### src/rtl/riscv_dtm_dmi_ctrl.sv
// riscv_dtm_dmi_ctrl: DTM-side DMI access controller; one outstanding DM request,
// sticky dmistat, dmireset/dtmhardreset handling and capture-DR response latching.
module riscv_dtm_dmi_ctrl #(
  parameter int ABITS     = 7,
  parameter int IDLE_HINT = 2
) (
  input  logic        clk_i,
  input  logic        rst_i,
  input  logic        dmi_capture_i,
  input  logic        dmi_update_i,
  input  logic [40:0] dmi_wdata_i,
  output logic [40:0] dmi_rdata_o,
  input  logic        dtmcs_update_i,
  input  logic [31:0] dtmcs_wdata_i,
  output logic [31:0] dtmcs_rdata_o,
  output logic        req_valid_o,
  input  logic        req_ready_i,
  output logic [40:0] req_o,
  input  logic        rsp_valid_i,
  output logic        rsp_ready_o,
  input  logic [31:0] rsp_data_i,
  input  logic [1:0]  rsp_op_i
);
  typedef enum logic [1:0] {IDLE, REQ, WAIT} state_e;
  state_e      state_q, state_d;
  logic [40:0] req_q, req_d;
  logic [6:0]  addr_q, addr_d;
  logic [31:0] data_q, data_d;
  logic [1:0]  sticky_q, sticky_d;
  logic        abort_q, abort_d;
  logic        dmi_upd, issue, accept, keep, clr, hard, busy_evt;
  logic        unused_bits;
  // A DTMCS write in the same cycle swallows the DMI update entirely.
  assign dmi_upd  = dmi_update_i && !dtmcs_update_i;
  assign issue    = state_q == IDLE && dmi_upd && sticky_q == 2'b00 &&
                    (dmi_wdata_i[1:0] == 2'b01 || dmi_wdata_i[1:0] == 2'b10);
  assign accept   = state_q == WAIT && rsp_valid_i;
  assign hard     = dtmcs_update_i && dtmcs_wdata_i[17];
  assign clr      = dtmcs_update_i && (dtmcs_wdata_i[16] || dtmcs_wdata_i[17]);
  assign keep     = accept && !abort_q && !hard;
  assign busy_evt = state_q != IDLE && (dmi_capture_i || dmi_upd);
  assign unused_bits = ^{dtmcs_wdata_i[31:18], dtmcs_wdata_i[15:0]};
  always_ff @(posedge clk_i or posedge rst_i) begin
    if (rst_i) state_q <= IDLE;
    else       state_q <= state_d;
  end
  always_comb begin
    state_d = (state_q == IDLE && issue)       ? REQ  :
              (state_q == REQ && req_ready_i) ? WAIT :
              accept                          ? IDLE : state_q;
  end
  always_comb begin
    req_valid_o = state_q == REQ;
    rsp_ready_o = state_q == WAIT;
  end
  // Clear beats any sticky set; a hard reset landing on the accepting cycle discards that response.
  always_comb begin
    req_d    = issue ? dmi_wdata_i : req_q;
    addr_d   = (state_q == IDLE && dmi_upd) ? dmi_wdata_i[40:34] : addr_q;
    data_d   = keep ? rsp_data_i : data_q;
    sticky_d = clr                     ? 2'b00    :
               sticky_q != 2'b00       ? sticky_q :
               busy_evt                ? 2'b11    :
               (keep && rsp_op_i[1])   ? rsp_op_i : 2'b00;
    abort_d  = !accept && (abort_q || (hard && state_q != IDLE));
  end
  always_ff @(posedge clk_i or posedge rst_i) begin
    if (rst_i) begin
      req_q    <= '0;
      addr_q   <= '0;
      data_q   <= '0;
      sticky_q <= '0;
      abort_q  <= 1'b0;
    end else begin
      req_q    <= req_d;
      addr_q   <= addr_d;
      data_q   <= data_d;
      sticky_q <= sticky_d;
      abort_q  <= abort_d;
    end
  end
  assign req_o         = req_q;
  assign dmi_rdata_o   = {addr_q, data_q, sticky_q != 2'b00 ? sticky_q :
                                          state_q != IDLE   ? 2'b11 : 2'b00};
  assign dtmcs_rdata_o = {17'b0, 3'(IDLE_HINT), sticky_q, 6'(ABITS), 4'd1};
endmodule
### config.mk
export PLATFORM = sky130hd
export DESIGN_NAME = riscv_dtm_dmi_ctrl
export DESIGN_NICKNAME = d
export VERILOG_FILES = /design/src/rtl/riscv_dtm_dmi_ctrl.sv
export SDC_FILE = /design/constraint.sdc
export NUM_CORES = 1
export LEC_CHECK = 0
export ABC_AREA = 0
export CAP_MARGIN = 20
export CORE_UTILIZATION = 40
export DETAILED_ROUTE_END_ITERATION = 8
export MAX_ROUTING_LAYER = met4
export PLACE_DENSITY = 0.91
export SYNTH_ARGS = -nofsm -noshare
export SYNTH_HDL_FRONTEND = slang
export SYNTH_SLANG_ARGS = --single-unit
### constraint.sdc
create_clock -name clk_i -period 4.5 [get_ports clk_i]
set_input_delay 0.9 -clock clk_i [delete_from_list [all_inputs] [get_ports clk_i]]
set_output_delay 0.9 -clock clk_i [all_outputs]
set_load 0.02 [all_outputs]
==> out/results.ini <==
[setup_path]
setup.worst_path.class = input pin to flip-flop
r2r_slack_ns = 2.17
r2r-end = req_o[13]$_DFFE_PP0P_
cp-end-kind = flip-flop
critPathRequiredTime_ns = 4.72
critPathLaunchType = input pin
r2r_cells = 4
worst_ep_arrival_time_ns = 3.13
worst_r2r_startpoint = state_q[0]$_DFFE_PP0P_
crit_fanout = 37

[power_and_ir_drop]
power.density_nw_per_um2 = 708.6
ir_drop_v = 0.0003665
power_mw = 3.939
p_leak_nw = 2.498

[logic_synthesis]
synth_ff_type = dfrtp_1
synthArstFlopShare = 1.000
synth_area_um2 = 3689
synth_top_area_frac = 0.5767
synth-seq-cells = 85
synthTopCellsByCount = dfrtp_1 (85), mux2_2 (40), mux2_4 (38)
synth-edff-count = 0
yosys_warnings = 0
yosysTopAreaCell = dfrtp_1
yosys.cell_count.top_type = dfrtp_1
syn_avg_cell_area_um2 = 15.43
yosysSeqAreaShare = 0.5767
synthCells = 239
synth_cell_types = 25
synthTopCellsByArea = dfrtp_1 (58%), mux2_4 (15%), mux2_2 (12%)

[sta]
maxSlewViolCount = 0
finalWorstSetupSlack_ns = 1.584
fin_crit_sh = 0.6480
max_freq_mhz = 342.9
rsz0062_at_grt = no
slew_headroom = 0.5492
min_period_ns = 2.916
clock-skew-final_ns = 0.01183
finalHoldViolations = 0
tns_ns = 0
worstMarginPinSlew_ns = 0.6733
setup-violations-final = 0
hold-worst-slack_ns = 0.4986

[detailed_routing]
drt-wirelength-per-cell_um = 14.97
drt_iter0_drc = 82
dr_total_vias = 2447
drtPass1Iterations = 6
ant_nets = 0
vias_per_cell = 4.670
drc = 18
wl_um = 7844

[die]
rows = 34
floorplan.initialDensity = 0.4189
fp.dieArea_um2 = 9609
die_x_um = 98.03
die_h_um = 98.03
coreArea_um2 = 8806
io-pin-count = 230

[hold_path]
holdCritStartpoint = data_q[18]$_DFFE_PP0P_
hp-class = flip-flop to flip-flop
min_to = data_q[18]$_DFFE_PP0P_
hold_depth = 1

[placement]
dp.cells = 508
post_dp_cell_area_um2 = 5350
place_ws_ns = 1.169
gp_congestion = 0.8296
port_buffers = 169
dpl.hpwl_um = 5874

[finish]
final_nets = 526
drive_gt1_frac = 0.2356
antenna_cells = 0
final_area_um2 = 5559
instances_no_fill = 524
final_util = 0.6313
area_growth_pct = 50.71

[clocking]
clk_pin_slew_ns = 0.08
insertion_delay_ns = 0.34
clk_path_buf_depth = 2
numCtsBuffers = 9
cts_tree = done
htree_num_levels = 3
clockRootBuffer = clkbuf_8
cts_resized = 0
cts_sinks = 85
cts_setup_buffers = 0
hold_buffers = 0

[grt]
grt_max_degree = 59
antenna_found_initial = 0
gr-usage-all-layers = 0.1771
grt_pass1_vias = 2599
grt_pass1_wl_um = 12920
gr-total-overflow = 0

[flow_run]
maxCapViolations = 0

[outcome]
failed_checks = DRC
status = finished with violations

-- worst max-delay path by stage --
stage              startpoint                    end  slack, ns  cells past startpoint
6_report       dtmcs_update_i  req_o[13]$_DFFE_PP0P_       1.58                      5
5_1_grt        dtmcs_update_i  req_o[16]$_DFFE_PP0P_       1.50                      5
4_1_cts        dtmcs_update_i  req_o[13]$_DFFE_PP0P_       1.54                      5
3_5_place_dp   dtmcs_update_i  req_o[29]$_DFFE_PP0P_       1.17                      5
3_3_place_gp   dtmcs_update_i  req_o[26]$_DFFE_PP0P_       1.24                      5
2_1_floorplan           rst_i      abort_q$_DFF_PP0_       1.41                      1
-- cell families (layout without fill, tap and decap cells) --
logic type | count (synthesis) | after routing | share of synthesized area
DFF | 85 | 85 | 0.5767
muxes | 80 | 80 | 0.2826
buffers and inverters | 45 | 194 | 0.08582
AOI/OAI and AO/OA | 13 | 13 | 0.02103
and+or+nand+nor | 13 | 13 | 0.02951
other | 2 | 30 | 0.002036
xor gates and xnor gates | 1 | 1 | 0.002375
-- cell usage in the layout (no fill, tap or decap), drive strengths merged --
cell type      synthesis  routed
mux2i                  1       1
clkinvlp               0       2
o221ai                 2       2
nand4                  3       3
buf                   38       4
a31oi                  2       2
clkbuf                 1      11
bufinv                 0       1
xor2                   1       1
a21oi                  2       2
nand2                  1       1
and3b                  1       1
clkinv                 0       2
and3                   1       1
conb                   2      30
o21ai                  6       6
nor2b                  4       4
nor4b                  1       1
o21a                   1       1
mux2                  79      79
nor2                   2       2
clkdlybuf4s50          0     169
dfrtp                 85      85
inv                    6       5
-- routing by layer --
metal,GRT usage,vias up,share of wire
met5,-,-,0
met4,0.04545,0,0.0087
met3,0.05512,8,0.088
met2,0.2882,145,0.49
met1,0.2139,1185,0.41
li1,-,1109,-
-- final cells by class --
class                      instances  area (µm²)
sequential                        85        2127
multi-input combinational        137        1350
clock inverter                     4       50.05
fill                             684        3247
inverter                           6       23.77
clock buffer                      11       131.4
tap                              108       135.1
timing repair buffer             173        1742
-- worst max-delay path: stages --
cell and delay [ns]:
clkdlybuf4s50_1 0.51, nor4b_4 0.66, nand4_4 0.25, buf_4 0.40
mux2_4 0.38
-- power breakdown --
part           internal [mW]  switching, mW
logic                   1.15          0.912
clock network          0.253          0.254
registers               1.14          0.223
-- state kept, by name, indices dropped and copies added (netlist names) --
name      count
req_o        41
data_q       32
addr_q        7
state_q       2
sticky_q      2
abort_q       1
(Power assumes the default switching activity.)
